--- config.mk ---
export PLATFORM = sky130hd
export DESIGN_NAME = ccr_branch_unit
export DESIGN_NICKNAME = d
export VERILOG_FILES = /design/src/rtl/ccr_branch_unit.sv
export SDC_FILE = /design/constraint.sdc
export NUM_CORES = 1
export LEC_CHECK = 0
export ABC_CLOCK_PERIOD_IN_PS = 1300
export BUFFER_PORTS_ARGS = -buffer_cell sky130_fd_sc_hd__buf_2
export CAP_MARGIN = 20
export CORE_MARGIN = 3
export CORE_UTILIZATION = 45
export DETAILED_ROUTE_END_ITERATION = 10
export PLACE_DENSITY = 0.76
export SLEW_MARGIN = 20
export SYNTH_ARGS = -nofsm -noshare
export SYNTH_HDL_FRONTEND = slang
export SYNTH_SLANG_ARGS = --single-unit
export TNS_END_PERCENT = 10
--- constraint.sdc ---
create_clock -name clk -period 1.3 [get_ports clk]
set_input_delay 0.065 -clock clk [delete_from_list [all_inputs] [get_ports clk]]
set_output_delay 0.065 -clock clk [all_outputs]
set_load 0.02 [all_outputs]
--- src/rtl/ccr_branch_unit.sv ---
// ---------------------------------------------------------------------------
// ccr_branch_unit
//
// EX-stage condition-code and branch-resolution block sitting right after the
// 8-bit ALU. Keeps the condition-code register CCR = {V,C,N,Z}, updates it from
// every executed instruction, resolves JZ/JN/JC/JV/LOOP against the registered
// flags and presents a registered one-cycle branch request plus target to fetch.
//
// Optional feature (compile-time macro CCR_SAVE_EN):
//   defined   : int_save snapshots CCR into a shadow register, RTI restores it.
//   undefined : no shadow register, int_save is ignored, RTI leaves CCR alone.
//
// Ports
//   clk        in   1    rising-edge clock
//   rst        in   1    synchronous reset, active-high, overrides everything
//   ex_valid   in   1    instruction in EX is valid
//   stall      in   1    hold all state; br_taken drops next cycle
//   flush      in   1    kill the EX instruction (no flag update, no branch)
//   alu_op     in   OPW  operation code of the EX instruction
//   a          in   W    ALU operand A (LOOP counter value)
//   b          in   W    ALU operand B (jump target for branch ops)
//   result     in   W    ALU result of the EX instruction
//   int_save   in   1    interrupt entry, snapshot CCR (CCR_SAVE_EN only)
//   ccr        out  4    {V,C,N,Z}, registered
//   br_taken   out  1    registered one-cycle branch request
//   br_target  out  W    registered jump target, valid while br_taken=1
// ---------------------------------------------------------------------------
module ccr_branch_unit #(
    parameter int W   = 8,
    parameter int OPW = 5
) (
    input  logic           clk,
    input  logic           rst,
    input  logic           ex_valid,
    input  logic           stall,
    input  logic           flush,
    input  logic [OPW-1:0] alu_op,
    input  logic [W-1:0]   a,
    input  logic [W-1:0]   b,
    input  logic [W-1:0]   result,
    input  logic           int_save,
    output logic [3:0]     ccr,
    output logic           br_taken,
    output logic [W-1:0]   br_target
);

    localparam logic [OPW-1:0] OP_ADD  = 5'b00010;
    localparam logic [OPW-1:0] OP_SUB  = 5'b00011;
    localparam logic [OPW-1:0] OP_AND  = 5'b00100;
    localparam logic [OPW-1:0] OP_OR   = 5'b00101;
    localparam logic [OPW-1:0] OP_RLC  = 5'b00110;
    localparam logic [OPW-1:0] OP_RRC  = 5'b00111;
    localparam logic [OPW-1:0] OP_SETC = 5'b01000;
    localparam logic [OPW-1:0] OP_CLRC = 5'b01001;
    localparam logic [OPW-1:0] OP_NOT  = 5'b01110;
    localparam logic [OPW-1:0] OP_NEG  = 5'b01111;
    localparam logic [OPW-1:0] OP_INC  = 5'b10000;
    localparam logic [OPW-1:0] OP_DEC  = 5'b10001;
    localparam logic [OPW-1:0] OP_JZ   = 5'b10010;
    localparam logic [OPW-1:0] OP_JN   = 5'b10011;
    localparam logic [OPW-1:0] OP_JC   = 5'b10100;
    localparam logic [OPW-1:0] OP_JV   = 5'b10101;
    localparam logic [OPW-1:0] OP_LOOP = 5'b10110;
    localparam logic [OPW-1:0] OP_RTI  = 5'b11010;

    localparam logic [W-1:0] ALL_ONES = {W{1'b1}};
    localparam logic [W-1:0] ZERO     = {W{1'b0}};
    localparam logic [W-1:0] MAX_POS  = {1'b0, {(W-1){1'b1}}};
    localparam logic [W-1:0] MIN_NEG  = {1'b1, {(W-1){1'b0}}};
    localparam logic [W-1:0] ONE      = {{(W-1){1'b0}}, 1'b1};

    // CCR bit positions inside {V,C,N,Z}
    localparam int V_BIT = 3;
    localparam int C_BIT = 2;
    localparam int N_BIT = 1;
    localparam int Z_BIT = 0;

    logic [3:0]   ccr_r;
    logic         br_taken_r;
    logic [W-1:0] br_target_r;
    logic [3:0]   shadow_s;

    logic [3:0]   ccr_next_s;
    logic         taken_s;
    logic [W-1:0] target_next_s;
    logic [W:0]   sum_s;
    logic [W-1:0] loop_cnt_s;
    logic         z_res_s;
    logic         n_res_s;
    logic         exec_s;

    assign sum_s      = {1'b0, a} + {1'b0, b};
    assign loop_cnt_s = a - ONE;
    assign z_res_s    = (result == ZERO);
    assign n_res_s    = result[W-1];
    assign exec_s     = ex_valid && !flush;

`ifdef CCR_SAVE_EN
    logic [3:0] shadow_r;

    // Shadow CCR captured on interrupt entry whenever the pipe is not stalled
    always_ff @(posedge clk) begin
        if (rst) begin
            shadow_r <= 4'b0000;
        end else if (!stall && int_save) begin
            shadow_r <= ccr_r;
        end else begin
            shadow_r <= shadow_r;
        end
    end

    assign shadow_s = shadow_r;
`else
    logic int_save_unused_s;

    assign int_save_unused_s = int_save;
    assign shadow_s          = 4'b0000;
`endif

    // Next-state flags and branch decision for an unstalled cycle
    always_comb begin
        ccr_next_s    = ccr_r;
        taken_s       = 1'b0;
        target_next_s = br_target_r;
        if (exec_s) begin
            case (alu_op)
                OP_ADD: begin
                    ccr_next_s[Z_BIT] = z_res_s;
                    ccr_next_s[N_BIT] = n_res_s;
                    ccr_next_s[C_BIT] = sum_s[W];
                    ccr_next_s[V_BIT] = (a[W-1] == b[W-1]) && (result[W-1] != a[W-1]);
                end
                OP_SUB: begin
                    ccr_next_s[Z_BIT] = z_res_s;
                    ccr_next_s[N_BIT] = n_res_s;
                    ccr_next_s[C_BIT] = (a < b);
                    ccr_next_s[V_BIT] = (a[W-1] != b[W-1]) && (result[W-1] != a[W-1]);
                end
                OP_AND, OP_OR, OP_NOT, OP_NEG: begin
                    ccr_next_s[Z_BIT] = z_res_s;
                    ccr_next_s[N_BIT] = n_res_s;
                end
                OP_INC: begin
                    ccr_next_s[Z_BIT] = z_res_s;
                    ccr_next_s[N_BIT] = n_res_s;
                    ccr_next_s[C_BIT] = (b == ALL_ONES);
                    ccr_next_s[V_BIT] = (b == MAX_POS);
                end
                OP_DEC: begin
                    ccr_next_s[Z_BIT] = z_res_s;
                    ccr_next_s[N_BIT] = n_res_s;
                    ccr_next_s[C_BIT] = (b == ZERO);
                    ccr_next_s[V_BIT] = (b == MIN_NEG);
                end
                OP_SETC: ccr_next_s[C_BIT] = 1'b1;
                OP_CLRC: ccr_next_s[C_BIT] = 1'b0;
                OP_RLC:  ccr_next_s[C_BIT] = b[W-1];
                OP_RRC:  ccr_next_s[C_BIT] = b[0];
                // A taken conditional jump consumes (clears) the flag it tested
                OP_JZ: begin
                    taken_s           = ccr_r[Z_BIT];
                    ccr_next_s[Z_BIT] = 1'b0;
                end
                OP_JN: begin
                    taken_s           = ccr_r[N_BIT];
                    ccr_next_s[N_BIT] = 1'b0;
                end
                OP_JC: begin
                    taken_s           = ccr_r[C_BIT];
                    ccr_next_s[C_BIT] = 1'b0;
                end
                OP_JV: begin
                    taken_s           = ccr_r[V_BIT];
                    ccr_next_s[V_BIT] = 1'b0;
                end
                // Counter wraps, so a==0 decrements to all-ones and still loops
                OP_LOOP: taken_s = (loop_cnt_s != ZERO);
`ifdef CCR_SAVE_EN
                OP_RTI:  ccr_next_s = shadow_s;
`else
                OP_RTI:  ccr_next_s = ccr_r;
`endif
                default: ccr_next_s = ccr_r;
            endcase
            if (taken_s) begin
                target_next_s = b;
            end else begin
                target_next_s = br_target_r;
            end
        end else begin
            ccr_next_s    = ccr_r;
            taken_s       = 1'b0;
            target_next_s = br_target_r;
        end
    end

    // Architectural CCR and registered branch request/target
    always_ff @(posedge clk) begin
        if (rst) begin
            ccr_r       <= 4'b0000;
            br_taken_r  <= 1'b0;
            br_target_r <= ZERO;
        end else if (stall) begin
            ccr_r       <= ccr_r;
            br_taken_r  <= 1'b0;
            br_target_r <= br_target_r;
        end else begin
            ccr_r       <= ccr_next_s;
            br_taken_r  <= taken_s;
            br_target_r <= target_next_s;
        end
    end

    assign ccr       = ccr_r;
    assign br_taken  = br_taken_r;
    assign br_target = br_target_r;

endmodule

==> results of run 1 <==
==> stage by stage <==
stage	power [mW]	setup WS [ns]	utilization	TNS, ns	hold WS, ns
2_1_floorplan	0.622	0.00971	-	0	0.220
3_3_place_gp	0.812	-0.214	0.655	-1.43	0.378
3_5_place_dp	0.821	-0.239	0.655	-1.70	0.372
4_1_cts	1.07	0.0394	0.667	0	0.0722
5_1_grt	1.15	-0.0475	0.680	-0.0475	0.109
6_report	1.09	0.0236	0.680	0	0.0684
==> tightest hold or removal path: stages <==
cell     delay, ns
buf_2         0.07
nor4_1        0.03
nand3_1       0.06
o21ai_0       0.07
==> layer usage <==
layer	global-route usage	up-vias	wire length (um)
met5	0	-	0
li1	-	758	-
met2	0.380	47	1960
met4	0.0242	0	25
met3	0.0314	4	179
met1	0.259	694	1770
==> worst paths after layout <==
check,startpoint,end,cells past startpoint
setup / recovery,b[7],ccr[2],7
hold / removal,result[6],ccr[0],4
setup reg to reg,ccr[3],br_target[7],4
hold reg to reg,br_target[2],br_target[2],2
==> cell usage after synthesis, types with 2 or more instances <==
master and instances:
a211oi_1 3, a21oi_1 4, a21oi_2 3, a221o_1 2, a22oi_1 2, and3_1 2, buf_2 4, buf_6 3
clkbuf_1 2, dfxtp_1 13, ha_1 14, inv_1 10, mux2i_1 8, nand2_1 2, nand2b_1 19, nand3_1 8
nand3b_1 2, nor2_1 9, nor2b_1 4, nor3_1 4, nor3b_1 2, nor4_1 7, o21a_1 2, o21ai_0 4
o21ai_1 2, xnor2_1 4
==> power groups by stage <==
| stage | Clock (mW) | Sequential [mW] | Combinational (mW) |
|---|---|---|---|
| after floorplan | 0 | 0.416 | 0.206 |
| after global placement | 0 | 0.412 | 0.400 |
| after detailed placement | 0 | 0.412 | 0.409 |
| after CTS | 0.259 | 0.402 | 0.413 |
| after global routing | 0.276 | 0.403 | 0.475 |
| final | 0.253 | 0.402 | 0.436 |
==> flip-flops by register name, indices dropped and copies added, names as in the netlist <==
signal	flops
br_taken	1
br_target	8
ccr	4
==> cells in the final DEF (no fill, tap or decap), types with 8 or more instances in the layout <==
master	n
buf_2	46
buf_4	36
dfxtp_1	13
ha_1	14
inv_1	10
mux2i_1	8
nand2b_1	19
nand3_1	8
nor2_1	9
==> area by class of cell <==
type	instances	area share
clock buffers	4	0.0135
inverters	10	0.0193
multi-input cells	131	0.555
flip-flops and latches	13	0.134
well taps	31	0.0200
repair buffers	82	0.258
==> kinds of logic (layout without fill, tap and decap cells) <==
family | count (synthesis) | after routing | synth area share
AND/OR/NAND/NOR | 71 | 71 | 0.336
adder cells (fa/ha/maj) | 14 | 14 | 0.126
flip-flops | 13 | 13 | 0.187
AO/OA/AOI/OAI | 33 | 33 | 0.189
buffers and inverters | 19 | 96 | 0.0710
XOR/XNOR | 4 | 4 | 0.0252
multiplexers | 9 | 9 | 0.0656
==> impl_metrics.env, run 1 <==
export IMPL_cts_setup_buffers=0
export IMPL_vdd_drop_max_v=0.000561
export IMPL_layout_drive_gt1_share=0.438
export IMPL_vias=1503
export IMPL_tightest_slew_ns=0.355
export IMPL_finalSetupViolations=0
export IMPL_ys_ff_latch=13
export IMPL_cp_slowest_cell="ha_1"
export IMPL_htreeDepth=1
export IMPL_placed_area_mm2=0.00187
export IMPL_comb_power_share=0.400
export IMPL_cts_root_buf="clkbuf_4"
export IMPL_yosysSeqAreaShare=0.187
export IMPL_start_kind="input pin"
export IMPL_worst_path_buf_inv=2
export IMPL_hold_viol=0
export IMPL_nets=290
export IMPL_die_x_um=61.6
export IMPL_yosys_top_cells_area="dfxtp_1 (19%), ha_1 (13%), nand2b_1 (8.5%), mux2i_1 (5.8%), nor4_1 (3.1%)"
export IMPL_globalplace_congestion=0.858
export IMPL_cp_end_kind="register"
export IMPL_synth_edf_count=0
export IMPL_grtUsageTotal=0.206
export IMPL_grt_pass1_wl_um=6000
export IMPL_drt_iter0_markers=90
export IMPL_initial_core_util=0.488
export IMPL_synth_nets=212
export IMPL_drv_slew=0
export IMPL_multi_input_area_mm2=0.00108
export IMPL_grt_start_max_net_pins=23
export IMPL_syn_inst=163
export IMPL_ys_async_sr_fraction=0
export IMPL_clkSlewWorstSetupHoldPaths_ns=0.08
export IMPL_drc=0
export IMPL_firstDrtPassIters=4
export IMPL_cts_resized=2
export IMPL_place_port_buffers=46
export IMPL_yosysTopAreaCellShare=0.187
export IMPL_worst_ep_required_time_ns=1.48
export IMPL_cp_arrival_ns=1.46
export IMPL_power_density_mw_per_mm2=563
export IMPL_routedWlPerCell_um=14.5
export IMPL_critPathTopFamily="simple AND/OR/NAND/NOR gates"
export IMPL_status="finished clean"
export IMPL_fin_cells=271
export IMPL_n_antenna_cell=0
export IMPL_fin_area_mm2=0.00194
export IMPL_rows=19
export IMPL_p_int_mw=0.738
export IMPL_critical_path_class="in -> reg"
export IMPL_area_growth_pct=39.5
export IMPL_switchingPower_mw=0.354
export IMPL_floorplan_core_area_mm2=0.00285
export IMPL_clk_path_buf_depth=2
export IMPL_grt_pass1_vias=1369
export IMPL_relSlewSlack=0.763
export IMPL_clk_latency_ns=0.28
export IMPL_max_cap_violations=0
export IMPL_skew_ns=0.00650
export IMPL_synth_warnings=0
export IMPL_layout_min_cycle_time_ns=1.28
export IMPL_vias_per_cell=5.55
export IMPL_p_leak_nw=0.881
export IMPL_yosysTopAreaCell="dfxtp_1"
export IMPL_antenna_left=0
export IMPL_ys_flop_type="dfxtp_1"
export IMPL_r2r_slack_ns=0.05
export IMPL_swShare=0.324
export IMPL_routed_wl_um=3940
export IMPL_seq_area_um2=260
export IMPL_synthDistinctLibCells=50
export IMPL_period_share=0.982
export IMPL_slowest_delay_ns=0.35
export IMPL_cts_hold_buf=0
export IMPL_die_y_um=61.6
export IMPL_cts_tree="built"
export IMPL_fp_dieArea_mm2=0.00380
export IMPL_grt_antenna_before_repair=0
export IMPL_synth_area_mm2=0.00139
export IMPL_path_cells="buf_2 -> inv_1 -> ha_1 -> nor4_4 -> nor3b_2 -> nor4_2 -> o41ai_2"
export IMPL_io_pins=48
export IMPL_fmax_ghz=0.783
export IMPL_dp_hpwl_um=3170
export IMPL_worst_path_max_fanout=4
export IMPL_clock_sinks=13
export IMPL_clkPwrFrac=0.232
export IMPL_synth_area_per_cell_um2=8.54
export IMPL_fill_cells=247
export IMPL_numCtsBuffers=3
export IMPL_dp_cells=267
export IMPL_hold_class="in -> reg"
export IMPL_pwr_share_seq=0.369
export IMPL_grt_overflow_total=0
(Power assumes the default switching activity.)
==> run 2: changes to the inputs <==
--- a/config.mk
+++ b/config.mk
@@ -6,8 +6,9 @@
 export NUM_CORES = 1
 export LEC_CHECK = 0
 export ABC_CLOCK_PERIOD_IN_PS = 1300
-export BUFFER_PORTS_ARGS = -buffer_cell sky130_fd_sc_hd__buf_2
+export BUFFER_PORTS_ARGS = -buffer_cell sky130_fd_sc_hd__buf_4
 export CAP_MARGIN = 20
+export CORE_ASPECT_RATIO = 0.9
 export CORE_MARGIN = 3
 export CORE_UTILIZATION = 45
 export DETAILED_ROUTE_END_ITERATION = 10
==> run 2 against run 1 <==
First-iteration DRC count decreased by 40%. Fmax increased by 3.5%. Highest routed layer unchanged. Largest power group unchanged. Combinational power increased by 2%.
==> impl_metrics.env, run 2 (synthesis results as in run 1) <==
export IMPL_status="finished clean"
export IMPL_grt_antenna_before_repair=0
export IMPL_die_x_um=64.6
export IMPL_globalplace_congestion=0.957
export IMPL_grt_pass1_wl_um=6690
export IMPL_fin_area_mm2=0.00204
export IMPL_r2r_slack_ns=0.07
export IMPL_vias=1531
export IMPL_clkPwrFrac=0.234
export IMPL_cp_slowest_cell="dfxtp_1"
export IMPL_dp_hpwl_um=3260
export IMPL_tightest_slew_ns=0.377
export IMPL_initial_core_util=0.490
export IMPL_start_kind="register"
export IMPL_switchingPower_mw=0.348
export IMPL_cts_root_buf="clkbuf_4"
export IMPL_vias_per_cell=5.49
export IMPL_clkSlewWorstSetupHoldPaths_ns=0.09
export IMPL_period_share=0.949
export IMPL_worst_path_max_fanout=5
export IMPL_cp_end_kind="register"
export IMPL_max_cap_violations=0
export IMPL_skew_ns=0.00990
export IMPL_drv_slew=0
export IMPL_hold_class="in -> reg"
export IMPL_drt_iter0_markers=54
export IMPL_layout_common_cells="buf_4 (80), nand2b_1 (19), ha_1 (14)"
export IMPL_floorplan_core_area_mm2=0.00284
export IMPL_layout_min_cycle_time_ns=1.23
export IMPL_whs_path_depth=4
export IMPL_finalSetupViolations=0
export IMPL_numCtsBuffers=3
export IMPL_io_pins=48
export IMPL_firstDrtPassIters=4
export IMPL_routed_wl_um=4020
export IMPL_cts_setup_buffers=0
export IMPL_htreeDepth=1
export IMPL_grt_overflow_total=0
export IMPL_grt_pass1_vias=1480
export IMPL_p_leak_nw=0.899
export IMPL_worst_ep_required_time_ns=1.50
export IMPL_p_int_mw=0.756
export IMPL_critPathTopFamily="compound AO/OA/AOI/OAI gates"
export IMPL_hold_viol=0
export IMPL_clk_path_buf_depth=2
export IMPL_fp_dieArea_mm2=0.00380
export IMPL_final_common_cell="buf_4"
export IMPL_routedWlPerCell_um=14.4
export IMPL_worstReg2RegEnd="br_target[3]"
export IMPL_area_growth_pct=46.3
export IMPL_min_delay_start="result[3]"
export IMPL_cts_tree="built"
export IMPL_antenna_left=0
export IMPL_n_antenna_cell=0
export IMPL_rows=18
export IMPL_vdd_drop_max_v=0.000403
export IMPL_relSlewSlack=0.747
export IMPL_nets=289
export IMPL_clk_latency_ns=0.28
export IMPL_grt_start_max_net_pins=23
export IMPL_ff2ff_path_depth=4
export IMPL_swShare=0.315
export IMPL_place_port_buffers=46
export IMPL_slowest_delay_ns=0.35
export IMPL_pwr_share_seq=0.365
export IMPL_largest_reg_flops=8
export IMPL_fin_cells=279
export IMPL_die_y_um=58.8
export IMPL_comb_power_share=0.401
export IMPL_worst_path_buf_inv=0
export IMPL_layout_drive_gt1_share=0.423
export IMPL_r2r_start="ccr[3]"
export IMPL_drc=0
export IMPL_fmax_ghz=0.811
export IMPL_placed_area_mm2=0.00198
export IMPL_path_cells="nand3b_1 -> a31oi_2 -> o211a_4 -> mux2i_1"
export IMPL_min_to="ccr[0]"
export IMPL_grtUsageTotal=0.218
export IMPL_dp_cells=274
export IMPL_critical_path_class="reg -> reg"
export IMPL_power_density_mw_per_mm2=542
export IMPL_clock_sinks=13
export IMPL_cp_arrival_ns=1.44
==> run 2: cell types whose count changed in the layout (fill, tap and decap cells not counted) <==
cell     change
a31oi_2      +1
nor3b_1      +1
buf_2       -46
nor3b_2      -1
nor4_4       -1
nor4_1       +3
nor4_2       -2
buf_4       +44
o211a_2      +1
a31oi_1      -1
==> run 2: cell type report <==
cell class	instances	area, um^2
Multi-Input combinational cell	132	1060
Inverter	10	37.5
Fill cell	251	802
Timing Repair Buffer	80	601
Tap cell	40	50.0
Sequential cell	13	260
Clock buffer	4	26.3
==> run 2: layer usage <==
layer | vias to the layer above | GRT usage | routed length, um
met3 | 4 | 0.0439 | 309
met2 | 66 | 0.394 | 1970
met4 | 0 | 0.0301 | 31
met5 | - | 0 | 0
met1 | 708 | 0.277 | 1720
li1 | 753 | - | -
==> run 2: timing repair <==
item                                    4_1_cts  5_1_grt
resized for setup                             1        3
hold buffers                                  0        0
gates cloned                                  0        1
endpoints found under the setup margin        9        9
pin swaps                                     0        1
==> run 2: worst max path at each step <==
stage / from / endpoint / slack, ns / cells after the start
after global routing: ccr[3] / br_target[7] / -0.004 / 4
after global placement: a[7] / ccr[2] / -0.15 / 6
after detailed placement: a[3] / br_taken / -0.18 / 6
after floorplan: b[7] / ccr[2] / 0.01 / 6
final: ccr[3] / br_target[3] / 0.07 / 4
after CTS: ccr[3] / br_target[7] / 0.002 / 4
==> run 2: power groups by stage <==
stage                     Combinational (mW)  Clock (mW)  Sequential [mW]
after floorplan                        0.206           0            0.416
after global placement                 0.417           0            0.412
after detailed placement               0.433           0            0.412
after CTS                              0.434       0.264            0.403
after global routing                   0.487       0.279            0.403
final                                  0.443       0.258            0.403
==> run 2: worst reg2reg max path, stage by stage (launching register included) <==
cell and delay [ns]:
dfxtp_1 0.35, nand3b_1 0.10, a31oi_2 0.24, o211a_4 0.26
mux2i_1 0.21
==> run 2: metrics by stage <==
step	hold WS, ns	setup slack, ns	utilization	power [mW]	setup TNS [ns]
2_1_floorplan	0.220	0.00971	-	0.622	0
3_3_place_gp	0.365	-0.152	0.698	0.829	-1.29
3_5_place_dp	0.365	-0.179	0.698	0.845	-1.67
4_1_cts	0.0711	0.00220	0.707	1.10	0
5_1_grt	0.0866	-0.00439	0.717	1.17	-0.00439
6_report	0.0736	0.0662	0.717	1.10	0
